--- config.mk ---
export PLATFORM = sky130hd
export DESIGN_NAME = rot_param_ctrl
export DESIGN_NICKNAME = d
export VERILOG_FILES = /design/src/rtl/rot_param_ctrl.sv
export SDC_FILE = /design/constraint.sdc
export NUM_CORES = 1
export LEC_CHECK = 0
export CAP_MARGIN = 20
export CORE_MARGIN = 2
export CORE_UTILIZATION = 63
export CTS_CLUSTER_SIZE = 8
export DETAILED_ROUTE_END_ITERATION = 16
export PLACE_DENSITY = 0.92
export SYNTH_ARGS = -nofsm -noshare
export SYNTH_HDL_FRONTEND = slang
export SYNTH_SLANG_ARGS = --single-unit
--- constraint.sdc ---
create_clock -name clk -period 5 [get_ports clk]
set_input_delay 1 -clock clk [delete_from_list [all_inputs] [get_ports clk]]
set_output_delay 1 -clock clk [all_outputs]
set_load 0.05 [all_outputs]
--- src/rtl/rot_param_ctrl.sv ---
// rot_param_ctrl: rotary-encoder browse/edit controller for four saturating stored values
module rot_param_ctrl #(
  parameter int WIDTH     = 8,
  parameter int MAXV      = 255,
  parameter int INITV     = 0,
  parameter int STEP_FAST = 4,
  parameter int FAST_WIN  = 500000,
  parameter int TIMEOUT   = 250000000
) (
  input  logic               clk,
  input  logic               nrst,
  input  logic               rotated,
  input  logic               dir,
  input  logic               press,
  output logic [1:0]         sel,
  output logic               editing,
  output logic [WIDTH-1:0]   cur_val,
  output logic [4*WIDTH-1:0] vals,
  output logic               upd,
  output logic               abort
);
  localparam int W1 = WIDTH + 1;
  localparam int GW = $clog2(FAST_WIN + 1);
  localparam int IW = TIMEOUT > 1 ? $clog2(TIMEOUT) : 1;
  typedef enum logic [1:0] {BROWSE, EDIT, COMMIT} state_t;
  state_t           state_q, state_d;
  logic [1:0]       sel_q, sel_d;
  logic [WIDTH-1:0] shadow_q, shadow_d, cur_q, cur_d;
  logic [WIDTH-1:0] vals_q [4];
  logic [WIDTH-1:0] vals_d [4];
  logic [GW-1:0]    gap_q, gap_d;
  logic [IW-1:0]    idle_q, idle_d;
  logic             prev_q, prev_d, edit_q, edit_d, upd_q, upd_d, abort_q, abort_d;
  logic [WIDTH:0]   step, sum, diff;
  logic [WIDTH-1:0] inc, dec;
  // step 1 unless an earlier pulse of this edit landed fewer than FAST_WIN cycles ago
  assign step = (prev_q && gap_q < GW'(FAST_WIN - 1)) ? W1'(STEP_FAST) : W1'(1);
  assign sum  = {1'b0, shadow_q} + step;
  assign diff = {1'b0, shadow_q} - step;
  assign inc  = sum > W1'(MAXV) ? WIDTH'(MAXV) : sum[WIDTH-1:0];
  assign dec  = diff[WIDTH] ? '0 : diff[WIDTH-1:0];
  always_comb begin
    state_d  = state_q;
    sel_d    = sel_q;
    shadow_d = shadow_q;
    vals_d   = vals_q;
    gap_d    = gap_q == GW'(FAST_WIN) ? gap_q : gap_q + GW'(1);
    idle_d   = idle_q;
    prev_d   = prev_q;
    upd_d    = 1'b0;
    abort_d  = 1'b0;
    case (state_q)
      BROWSE: begin
        if (press) begin
          state_d  = EDIT;
          shadow_d = vals_q[sel_q];
          gap_d    = '0;
          idle_d   = '0;
          prev_d   = 1'b0;
        end else if (rotated) sel_d = dir ? sel_q + 2'd1 : sel_q - 2'd1;
      end
      EDIT: begin
        if (press) begin
          state_d = COMMIT;
          idle_d  = '0;
        end else if (rotated) begin
          shadow_d = dir ? inc : dec;
          gap_d    = '0;
          idle_d   = '0;
          prev_d   = 1'b1;
        end else if (idle_q == IW'(TIMEOUT - 1)) begin
          state_d = BROWSE;
          abort_d = 1'b1;
        end else idle_d = idle_q + IW'(1);
      end
      COMMIT: begin
        vals_d[sel_q] = shadow_q;
        upd_d         = 1'b1;
        state_d       = BROWSE;
      end
      default: state_d = BROWSE;
    endcase
    edit_d = state_d == EDIT;
    cur_d  = edit_d ? shadow_d : vals_d[sel_d];
  end
  always_ff @(posedge clk or negedge nrst) begin
    if (!nrst) begin
      state_q  <= BROWSE;
      sel_q    <= '0;
      shadow_q <= WIDTH'(INITV);
      vals_q   <= '{default: WIDTH'(INITV)};
      gap_q    <= '0;
      idle_q   <= '0;
      prev_q   <= 1'b0;
      edit_q   <= 1'b0;
      upd_q    <= 1'b0;
      abort_q  <= 1'b0;
      cur_q    <= WIDTH'(INITV);
    end else begin
      state_q  <= state_d;
      sel_q    <= sel_d;
      shadow_q <= shadow_d;
      vals_q   <= vals_d;
      gap_q    <= gap_d;
      idle_q   <= idle_d;
      prev_q   <= prev_d;
      edit_q   <= edit_d;
      upd_q    <= upd_d;
      abort_q  <= abort_d;
      cur_q    <= cur_d;
    end
  end
  assign sel     = sel_q;
  assign editing = edit_q;
  assign cur_val = cur_q;
  assign upd     = upd_q;
  assign abort   = abort_q;
  for (genvar i = 0; i < 4; i++) begin : g_vals
    assign vals[i*WIDTH +: WIDTH] = vals_q[i];
  end
endmodule

# Yosys cells after proc, flatten, opt, wreduce, memory -nomap -nowiden
# Cells that the tools add are included.
# totals
inputBits	5
regBits	103
wordCells	89
# classes
mux	47
add_sub_neg	6
reduce_logical	6
n_eq_ne	9
order_cmp	5
bitwise	2
# ops
cell	n
$mux W28	4
$mux W8	12
$mux W19	4
$pmux W28 S2	1
$pmux W19 S2	1
$bmux W8 S2	2
$bwmux W32	1
$mux W32	1
$add A28 B1 Y28 const B	1
$eq A28 B28 Y1 const B	1
$add A19 B1 Y19 const B	1
$eq A19 B19 Y1 const B	1
$lt A19 B19 Y1 const B	1
$demux W8 S2	1
$mux W2	8
$pmux W8 S2	1
$add A8 B3 Y9	1
$gt A9 B8 Y1 const B	1
$sub A8 B3 Y9	1
$mux W1	8
$ge A3 B3 Y1 const B	2
$ne A2 B2 Y1 const B	3
$not A2 Y3	2
$eq A2 B1 Y1 const B	2
other kinds (13)	14

# Longest topological paths before layout
# depth
ltp_word	11
depth_mapped	14

# Worst setup path after synthesis
# No wires, ideal clock.
# synth_path
path_kind	input to register
start	input port rotated
end	register cur_q[1] (netlist: cur_val[1])
slack_ns	2.138
stages	7
t_required_ns	4.875
arrival_ns	2.737
path_cell_list	buf_2 > and4bb_2 > nand4_1 > o41a_1 > mux2_4 > nand2_8 > mux2_2
# synth_between
elab_chain_len	8
word_cells_on_any_way	15
cone_classes	1 x eq/ne; 13 x mux; 1 x bitwise
# synth_rtl
item	line_no	rtl
start: declaration	12	input logic rotated,
$mux W2	60	end else if (rotated) sel_d = dir ? sel_q + 2'd1 : sel_q - 2'd1;
$mux W2	54	if (press) begin
$mux W2	52	case (state_q)
$not A2 Y3 (not written as such)	84	cur_d = edit_d ? shadow_d : vals_d[sel_d];
$bmux W8 S2	84	
$mux W8 (not written as such) (2 in a row)	84	
$mux W8 *	84	
net cur_d[1]	28	logic [WIDTH-1:0] shadow_q, shadow_d, cur_q, cur_d;
end signal: assignment	98	cur_q <= WIDTH'(INITV);
end signal: assignment	110	cur_q <= cur_d;
end: declaration	28	
# The timed path passes the listed nets; every way through them passes the cells marked *. The select of a mux whose other input is x is not followed.
# A chain may end at the register's enable or synchronous reset.

# Worst setup path in the final report
# layout_path
start	input port press
end	register cur_q[2] (netlist: cur_val[2])
# layout_between
elab_chain_len	7
word_cells_on_any_way	14
cone_classes	1 x eq/ne; 12 x mux; 1 x bitwise
# layout_rtl
item	line_no	rtl
start: declaration	14	input logic press,
$mux W2	54	
$mux W2	52	
$not A2 Y3 (not written as such)	84	
$bmux W8 S2	84	
$mux W8 (not written as such) (2 in a row)	84	
$mux W8 *	84	
net cur_d[2]	28	
# Marks and branches as above.

==> results_tabular.tex <==
\begin{tabular}{lr}
\hline
Metric & Value \\
\hline
\multicolumn{2}{l}{\textbf{Outcome}} \\
Outcome & finished clean \\
\multicolumn{2}{l}{\textbf{Hold path}} \\
Class of the tightest hold or removal check & reg -> reg \\
\multicolumn{2}{l}{\textbf{STA}} \\
Part of the cycle the worst path needs & 0.740 \\
Final hold violation count & 0 \\
Unrepaired setup endpoints after global routing & false \\
Worst clock skew on the final layout & 0.0138 ns \\
Worst Max-Slew Pin Slew & 1.04 ns \\
Final count of negative-setup-slack endpoints & 0 \\
Max transition margin & 0.307 \\
Setup tns final & 0 ns \\
Final period demand of the worst path & 3.70 ns \\
Peak Freq & 270 MHz \\
Pins over their slew limit & 0 \\
\multicolumn{2}{l}{\textbf{Global route}} \\
Global-route wire length before repair & 24.8 mm \\
Overall fraction of global-route tracks in use & 0.314 \\
Vias in the first global route & 4,908 \\
Pin count of the biggest net entering global routing & 67 \\
Aggregate global routing overflow & 0 \\
Initial antenna violation count & 0 \\
\multicolumn{2}{l}{\textbf{Synthesis}} \\
Seq cells post-synth & 103 \\
Leading cell types by total area after synthesis & dfrtp\_1 (44\%), mux2\_2 (7.1\%), nor2\_1 (4.0\%) \\
Synthesized instance count & 581 \\
Fraction of synthesized cell area taken by the top area cell type & 0.438 \\
Yosys warning total & 0 \\
Mean instance size in the synthesized netlist & 10.1 um2 \\
Library cell with the largest summed area after synthesis & dfrtp\_1 \\
Predominant post-synthesis flop cell & dfrtp\_1 \\
Async set-or-reset flop fraction in the synthesized netlist & 1.00 \\
Post-Syn Nets & 595 \\
Sequential area share after synthesis & 0.438 \\
Number of library cell types mapped by synthesis & 74 \\
Cell area after synthesis & 5890 um2 \\
Number of enable flip-flop cells after synthesis & 0 \\
\multicolumn{2}{l}{\textbf{Clock tree}} \\
Post-CTS setup buffer count & 0 \\
Clock-pin slew of the registers on the worst-case setup and hold paths & 0.11 ns \\
Maximum buffer depth of the clock tree & 2 \\
\# H-tree levels & 3 \\
Cts repair resizes & 0 \\
Hold buffer count at CTS & 0 \\
Worst skew pair latency & 0.38 ns \\
Master cell of the clock root buffer & clkbuf\_8 \\
Count of clock tree sinks & 103 \\
Number of buffers inserted during clock tree synthesis & 9 \\
CTS tree & built \\
\multicolumn{2}{l}{\textbf{Pwr}} \\
Part of the total power dissipated in sequential elements & 0.359 \\
Switching Share & 0.486 \\
Maximum vdd drop & 0.705 mV \\
Overall power & 0.00403 W \\
Cell internal power dissipation & 0.00207 W \\
Power spent charging and discharging nets & 0.00196 W \\
Combinational cell fraction of total power & 0.515 \\
PD cells & 611 nW/um2 \\
Leakage power total & 2.79 nW \\
Clock power frac & 0.126 \\
\multicolumn{2}{l}{\textbf{Drt}} \\
Number of design rule violations left after detail routing & 0 \\
Wirelength per Cell & 21.0 um \\
Antenna-violating nets left & 0 \\
Met1 layer wirelength in the final routing & 6.03 mm \\
Post-DR vias/cell & 6.93 \\
Metal2 WL & 7.25 mm \\
Final WL & 15.4 mm \\
Drt first-iter violations & 685 \\
Routed length on met3 & 1.43 mm \\
Top routing layer used & met4 \\
Pre-Repair DR Iteration Count & 6 \\
Overall via count from detail\_route & 5,076 \\
\multicolumn{2}{l}{\textbf{Die}} \\
Count of boundary I/O pins & 50 \\
Core outline area & 9150 um2 \\
Die Wd & 101 um \\
Count of standard-cell rows & 35 \\
Overall die area & 10,100 um2 \\
Vertical die dimension & 101 um \\
Initial core utilization & 0.644 \\
\multicolumn{2}{l}{\textbf{Setup path}} \\
Worst Setup End Kind & flip-flop \\
Worst EP required & 5.28 ns \\
CP Data Arrival Time & 3.98 ns \\
CP startpoint kind & input port \\
Critical path class & in -> reg \\
Maximum net fanout on the critical path & 21 \\
\multicolumn{2}{l}{\textbf{Placement}} \\
Final RePlAce weighted congestion & 0.915 \\
Number of input and output port buffers inserted & 49 \\
Total half-perimeter wirelength after legalization and detailed placement & 10.5 mm \\
Number of cells after detailed placement & 715 \\
\multicolumn{2}{l}{\textbf{Run}} \\
Max-cap violation count & 0 \\
\multicolumn{2}{l}{\textbf{Cells and area}} \\
Final cell count without fillers & 732 \\
Layout Area Growth over Synthesis & 11.9\% \\
\# diodes & 0 \\
Layout cell share with drive strength beyond 1 & 0.132 \\
Final layout net count & 630 \\
\hline
\end{tabular}
==> worst paths after layout <==
path                                start         end  slack, ns  depth (start not counted)
max in group asynchronous            nrst     vals[9]       3.27                          2
worst max register to register   gap_q[2]  cur_val[5]       1.51                         13
worst min register to register  idle_q[2]   idle_q[2]       0.51                          1
worst max-delay path                press  cur_val[2]       1.30                          7
worst min-delay path            idle_q[2]   idle_q[2]       0.51                          1
min in group asynchronous            nrst   idle_q[2]       0.72                          1
==> power by group through the flow <==
stage / Clock (W) / Sequential (W) / Combinational, W
finish: 0.000508 / 0.00144 / 0.00208
global route: 0.000548 / 0.00147 / 0.00217
CTS: 0.000514 / 0.00143 / 0.00205
detailed placement: 0 / 0.00143 / 0.00202
global placement: 0 / 0.00140 / 0.00195
floorplan: 0 / 0.00174 / 0.00110
==> registers in the layout, summed over array words and instances, names as in the netlist <==
register	count
state_q	2
idle_q	28
abort	1
upd	1
prev_q	1
gap_q	19
shadow_q	8
editing	1
sel	2
vals	32
cur_val	8
==> synth_stat cells (3+ instances only) <==
master    count
dfrtp_1     103
nor2_1       62
nand2_1      48
mux2_2       37
o21ai_0      26
nand3_1      20
a21oi_1      19
clkbuf_1     19
xor2_1       18
mux2i_1      17
inv_1        16
nor3_1       15
xnor2_1      13
and3_1       10
or3_1        10
a31oi_1       9
ha_1          9
mux4_2        9
nor4_1        8
nor2b_1       7
o211ai_1      7
or4_1         7
nand4_1       6
a221oi_1      5
buf_2         5
and4_1        4
nand2b_1      4
o221ai_1      4
a21o_1        3
o31ai_1       3
o32ai_1       3
or2_2         3
==> kinds of logic after synthesis <==
| kind of cell | after synthesis | synth area share |
|---|---|---|
| xor gates and xnor gates | 33 | 0.0535 |
| and+or+nand+nor | 224 | 0.201 |
| AOI/OAI and AO/OA | 103 | 0.118 |
| adders and majority gates | 9 | 0.0191 |
| muxes | 65 | 0.139 |
| DFF | 103 | 0.438 |
| buffers and inverters | 44 | 0.0323 |
==> routing by layer <==
metal	global-route usage	up-vias
met5	0	-
met4	0.142	0
met3	0.0624	76
met2	0.491	337
met1	0.427	2466
li1	-	2197
==> cell type report <==
class                   count  area [um2]
multi-input cells         434        3120
flip-flops and latches    103        2580
fillers                   639        2560
repair buffers             51         503
clock buffers              11         141
well taps                 111         139
inverters                  17        63.8
clock inverters             5        45.0
==> stage by stage <==
| stage | area, um2 | hold slack, ns | utilization | worst slack [ns] |
|---|---|---|---|---|
| finish | 6590 | 0.512 | 0.720 | 1.30 |
| global route | 6590 | 0.541 | 0.720 | 1.15 |
| CTS | 6590 | 0.508 | 0.719 | 1.34 |
| detailed placement | 6400 | 0.488 | 0.699 | 1.01 |
| global placement | 6400 | 0.483 | 0.699 | 1.30 |
| floorplan | 5890 | 0.456 | - | 2.14 |
==> cell usage in the layout (no fill, tap or decap), types with 9 or more instances in the layout <==
cell             Yosys  final
a21oi_1             19     19
a31oi_1              9      9
and3_1              10     10
clkbuf_8             0     10
clkdlybuf4s50_1      0     48
dfrtp_1            103    103
ha_1                 9      9
inv_1               16     16
mux2_2              37     37
mux2i_1             17     17
mux4_2               9      9
nand2_1             48     48
nand3_1             20     20
nor2_1              62     62
nor3_1              15     15
o21ai_0             26     26
or3_1               10     10
xnor2_1             13     13
xor2_1              18     18
==> worst max-delay path, cell delays in order <==
cell and delay [ns]:
clkdlybuf4s50_1 0.78, nand2b_1 0.36, nor2_1 0.22, a21boi_0 0.12, o32ai_1 0.89, a221oi_1 0.25, mux2_2 0.34
Power figures use the tool's default switching activity.
